===== src/rtl/poly1305_pkg.sv =====
// Shared types and sizes for the Poly1305 block packer.
// Imported by the packer top and its byte lane buffer.
package poly1305_pkg;

    localparam int BLOCK_BYTES = 16;
    localparam int BLOCK_BITS  = 128;
    localparam int COUNT_W     = 5;

    typedef enum logic [1:0] {
        FILL,
        ISSUE,
        WAIT
    } state_t;

endpackage


===== src/rtl/poly1305_byte_lane_buffer.sv =====
// 16x8 byte lane register with indexed write and clear-all.
// Lane k is presented at bits [8k+7:8k] of the output vector.
module poly1305_byte_lane_buffer
    import poly1305_pkg::*;
(
    input  logic                  clock,
    input  logic                  i_clear_all,
    input  logic                  i_wr_en,
    input  logic [3:0]            i_wr_idx,
    input  logic [7:0]            i_wr_data,
    output logic [BLOCK_BITS-1:0] o_vec
);

    logic [7:0] r_lane [BLOCK_BYTES];

    always_ff @(posedge clock) begin
        if (i_clear_all) begin
            for (int k = 0; k < BLOCK_BYTES; k++) begin
                r_lane[k] <= 8'h00;
            end
        end else if (i_wr_en) begin
            r_lane[i_wr_idx] <= i_wr_data;
        end
    end

    always_comb begin
        o_vec = '0;
        for (int k = 0; k < BLOCK_BYTES; k++) begin
            o_vec[8*k +: 8] = r_lane[k];
        end
    end

endmodule


===== src/rtl/poly1305_block_packer.sv =====
// Packs a byte stream little-endian into 16-byte blocks for the
// Poly1305 serial encoder, pacing starts by the encoder round time.
module poly1305_block_packer
    import poly1305_pkg::*;
#(
    parameter int ROUND_CYCLES = 5
) (
    input  logic                  clock,
    input  logic                  clear,
    input  logic                  in_valid,
    input  logic [7:0]            in_data,
    input  logic                  in_last,
    output logic                  in_ready,
    output logic [BLOCK_BITS-1:0] round_input,
    output logic [3:0]            number_of_input_bytes_minus_one,
    output logic                  start,
    output logic                  message_done
);

    state_t               r_state;
    logic [COUNT_W-1:0]   r_count;
    logic                 r_last;
    logic [7:0]           r_wait;
    logic [BLOCK_BITS-1:0] r_round_input;
    logic [3:0]           r_nbm1;
    logic                 r_start;
    logic                 r_done;

    logic                  w_accept;
    logic                  w_final;
    logic                  w_wait_done;
    logic                  w_buf_clear;
    logic [BLOCK_BITS-1:0] w_buf;
    logic [BLOCK_BITS-1:0] w_merged;

    assign in_ready    = (r_state == FILL) && !clear;
    assign w_accept    = in_valid && in_ready;
    assign w_final     = w_accept &&
                         ((r_count == COUNT_W'(15)) || in_last);
    assign w_wait_done = (r_state == WAIT) && (r_wait == 8'd1);
    assign w_buf_clear = clear || w_wait_done;

    // The arriving byte lands in a lane that is still zero, so OR merges
    // it into the snapshot taken on the same edge it is written.
    assign w_merged = w_buf |
                      (BLOCK_BITS'(in_data) << {r_count[3:0], 3'b000});

    poly1305_byte_lane_buffer u_buf (
        .clock       (clock),
        .i_clear_all (w_buf_clear),
        .i_wr_en     (w_accept),
        .i_wr_idx    (r_count[3:0]),
        .i_wr_data   (in_data),
        .o_vec       (w_buf)
    );

    always_ff @(posedge clock) begin
        if (clear) begin
            r_state       <= FILL;
            r_count       <= '0;
            r_last        <= 1'b0;
            r_wait        <= 8'd0;
            r_round_input <= '0;
            r_nbm1        <= 4'd0;
            r_start       <= 1'b0;
            r_done        <= 1'b0;
        end else begin
            r_start <= 1'b0;
            r_done  <= 1'b0;
            unique case (r_state)
                FILL: begin
                    if (w_accept) begin
                        r_count <= r_count + COUNT_W'(1);
                        r_last  <= in_last;
                        if (w_final) begin
                            r_state       <= ISSUE;
                            r_start       <= 1'b1;
                            r_round_input <= w_merged;
                            r_nbm1        <= r_count[3:0];
                        end
                    end
                end
                ISSUE: begin
                    r_wait  <= 8'(ROUND_CYCLES);
                    r_state <= WAIT;
                end
                WAIT: begin
                    if (r_wait == 8'd1) begin
                        r_state <= FILL;
                        r_count <= '0;
                        r_done  <= r_last;
                        r_last  <= 1'b0;
                    end else begin
                        r_wait <= r_wait - 8'd1;
                    end
                end
                default: r_state <= FILL;
            endcase
        end
    end

    assign round_input                     = r_round_input;
    assign number_of_input_bytes_minus_one = r_nbm1;
    assign start                           = r_start;
    assign message_done                    = r_done;

endmodule


===== config.mk =====
export PLATFORM = sky130hd
export DESIGN_NAME = poly1305_block_packer
export DESIGN_NICKNAME = d
export VERILOG_FILES = /design/src/rtl/poly1305_pkg.sv /design/src/rtl/poly1305_byte_lane_buffer.sv /design/src/rtl/poly1305_block_packer.sv
export SDC_FILE = /design/constraint.sdc
export NUM_CORES = 1
export LEC_CHECK = 0
export BUFFER_PORTS_ARGS = -buffer_cell sky130_fd_sc_hd__buf_2
export CORE_MARGIN = 1
export CORE_UTILIZATION = 45
export CTS_CLUSTER_DIAMETER = 100
export CTS_CLUSTER_SIZE = 14
export DETAILED_ROUTE_END_ITERATION = 10
export PLACE_DENSITY_LB_ADDON = 0.08
export SLEW_MARGIN = 20
export SYNTH_ARGS = -nofsm -noshare
export SYNTH_HDL_FRONTEND = slang
export SYNTH_SLANG_ARGS = --single-unit

===== constraint.sdc =====
create_clock -name clock -period 6.25 [get_ports clock]
set_input_delay 0.625 -clock clock [delete_from_list [all_inputs] [get_ports clock]]
set_output_delay 0.625 -clock clock [all_outputs]
set_load 0.01 [all_outputs]

==> flow_metrics.tcl <==
set metrics [dict create \
    status "completed" \
    crit_required_ns 6.67 \
    cts_setup_buffers 0 \
    drive_above_1_share 0.1703 \
    die_w_um 159.8 \
    die-area_sq_um 25550 \
    root_buffer "clkbuf_16" \
    post_drt_wl_per_cell_um 21.86 \
    cts_hold_buffers 0 \
    place_congestion 0.8273 \
    r2r-end "round_input[25]$_SDFFE_PP0P_" \
    yosysMostFrequentCell "a21oi_1" \
    endpoint "round_input[25]$_SDFFE_PP0P_" \
    path_class "reg -> reg" \
    die_height_um 159.8 \
    ys_top_cells_by_area "edfxtp_1, dfxtp_1, a21oi_1, a211oi_1, nor2_1" \
    clk_path_buf_depth 3 \
    grt_pass1_wl_mm 48.85 \
    r2r_cells 8 \
    fin_area_sq_um 12690 \
    synth_ff_type "dfxtp_1" \
    finClkSkew_ns 0.01394 \
    yosysWarnings 0 \
    drt_iter0_markers 912 \
    hold_viol 0 \
    vdd_drop_max_uv 183.5 \
    antenna_found_initial 1 \
    area_growth_pct 13.23 \
    synth-seq-cells 278 \
    cts_made_buffers 23 \
    place_ws_ns 2.428 \
    hold_depth 3 \
    path_clk_slew_ns 0.07 \
    cts_resized 0 \
    drt-pass1-iter-count 5 \
    dp.cells 1469 \
    synthArstFlopShare 0 \
    synth_edf_count 128 \
    syn_area_sq_um 11210 \
    hp-class "in -> reg" \
    clock.fmax_mhz 274.4 \
    dp_hpwl_mm 21.05 \
    p_per_area_nw_per_um2 296.3 \
    setup_violations 0 \
    ys_types 43 \
    max-slew-margin-rel 0.1468 \
    clk_latency_ns 0.52 \
    drtAntennaViolNets 0 \
    pin_count 147 \
    regToRegSetupSlack_ns 2.61 \
    vias 8693 \
    cap_viol_max_count 0 \
    cts_tree "done" \
    yosys.area.top_type_share 0.3429 \
    vias_per_cell 5.753 \
    postSynthCellCount 1086 \
    yosysTopAreaCell "edfxtp_1" \
    dpl_cell_area_sq_um 12040 \
    finalNonFillerCells 1511 \
    r2r-start "r_count[1]$_SDFFE_PP0P_" \
    final_util 0.5204 \
    p_leak_nw 4.640 \
    core_area_sq_um 24390 \
    syn-num-nets 1105 \
    grt_use_total 0.2507 \
    drc 0 \
    cts_sinks 278 \
    start_util 0.4596 \
    layout_setup_ws_ns 2.605 \
    cts-htree-levels 1 \
    grt_remaining_overflow 0 \
    critical_path.max_fanout 71 \
    worst_slew_pin_slew_ns 1.277 \
    rsz0062_at_grt "false" \
    rows 57 \
    critPathLaunchType "flip-flop" \
    period_needed_ns 3.645 \
    nets 1189 \
    cp.arrival_ns 4.06 \
    grt_max_degree 91 \
    setup_tns_ns 0 \
    port_buffers 146 \
    avgSynthCellArea_sq_um 10.32 \
    drt_wl_total_mm 33.03 \
    min_period_over_period 0.5832 \
    critPathCaptureType "flip-flop" \
    seq_area_frac_synth 0.6107 \
    synth_commonest_cells "a21oi_1, dfxtp_1, nor2_1" \
    crit_start "r_count[1]$_SDFFE_PP0P_" \
    slew_viol_final 0 \
    grt_pass1_vias 8002 \
]
-- layout make-up --
class	count	area [sq um]
inverter	7	26.28
fill	2324	11700
sequential	278	6847
multi-input combinational	699	3914
timing repair buffer	161	845.8
antenna	1	2.502
clock buffer	41	653.1
tap	324	405.4
-- flip-flops by register name (all words and copies together) (netlist names) --
name	cells
message_done	1
number_of_input_bytes_minus_one	4
r_count	5
r_last	1
r_state	2
r_wait	8
round_input	128
start	1
u_buf.r_lane	128
-- layer usage --
metal	track usage	up-vias	share of wire
met5	0	-	0
met4	0.07316	0	0.029
met3	0.04987	53	0.069
met2	0.3998	286	0.46
met1	0.3466	4182	0.44
li1	-	4172	-
-- cells by family after synthesis --
family / Yosys count / synth area share
AOI/OAI and AO/OA: 426 / 0.2227
DFF: 278 / 0.6107
and+or+nand+nor: 260 / 0.1112
buffers and inverters: 109 / 0.04230
adders and majority gates: 7 / 0.007812
muxes: 6 / 0.005357
-- through the flow --
stage,power [W],hold WS (ns)
final,0.003761,0.3432
after CTS,0.003784,0.3310
after global routing,0.003892,0.3537
after floorplan,0.002306,0.4205
after detailed placement,0.002460,0.4426
after global placement,0.002457,0.4481
-- worst min-delay path by stage --
stage                                   start                      end  slack [ns]
after floorplan           r_last$_SDFFE_PP0P_  message_done$_SDFF_PP0_        0.42
after detailed placement  r_last$_SDFFE_PP0P_  message_done$_SDFF_PP0_        0.44
final                                 in_last      r_last$_SDFFE_PP0P_        0.34
after global routing                  in_last      r_last$_SDFFE_PP0P_        0.35
after CTS                             in_last      r_last$_SDFFE_PP0P_        0.33
after global placement    r_last$_SDFFE_PP0P_  message_done$_SDFF_PP0_        0.45
-- report_power, final --
part           internal (W)  switching [W]  leakage (nW)  total [W]
sequential          0.00199      0.0000513          2.55    0.00204
combinational      0.000116       0.000264          1.78   0.000380
clock              0.000704       0.000638         0.311    0.00134
-- worst max-delay path, stage by stage (launching register included) --
cell and delay (ns):
dfxtp_1 0.97, ha_1 0.33, inv_1 0.08, nor2_1 0.13, ha_1 0.18, or2_4 0.56, buf_4 0.76, a21oi_1 0.19
a211oi_1 0.27
-- placed cells by master, fill, tap and decap left out, types with 12 or more instances in the layout --
cell / count
clkbuf_1: 17
buf_2: 145
dfxtp_1: 150
nand2_1: 42
and3b_1: 16
nor2_1: 136
buf_4: 16
a21oi_1: 261
o21ai_0: 14
a211oi_1: 130
nand3_1: 12
edfxtp_1: 128
clkbuf_16: 23
Note: power is estimated with default switching activity, not from simulation.
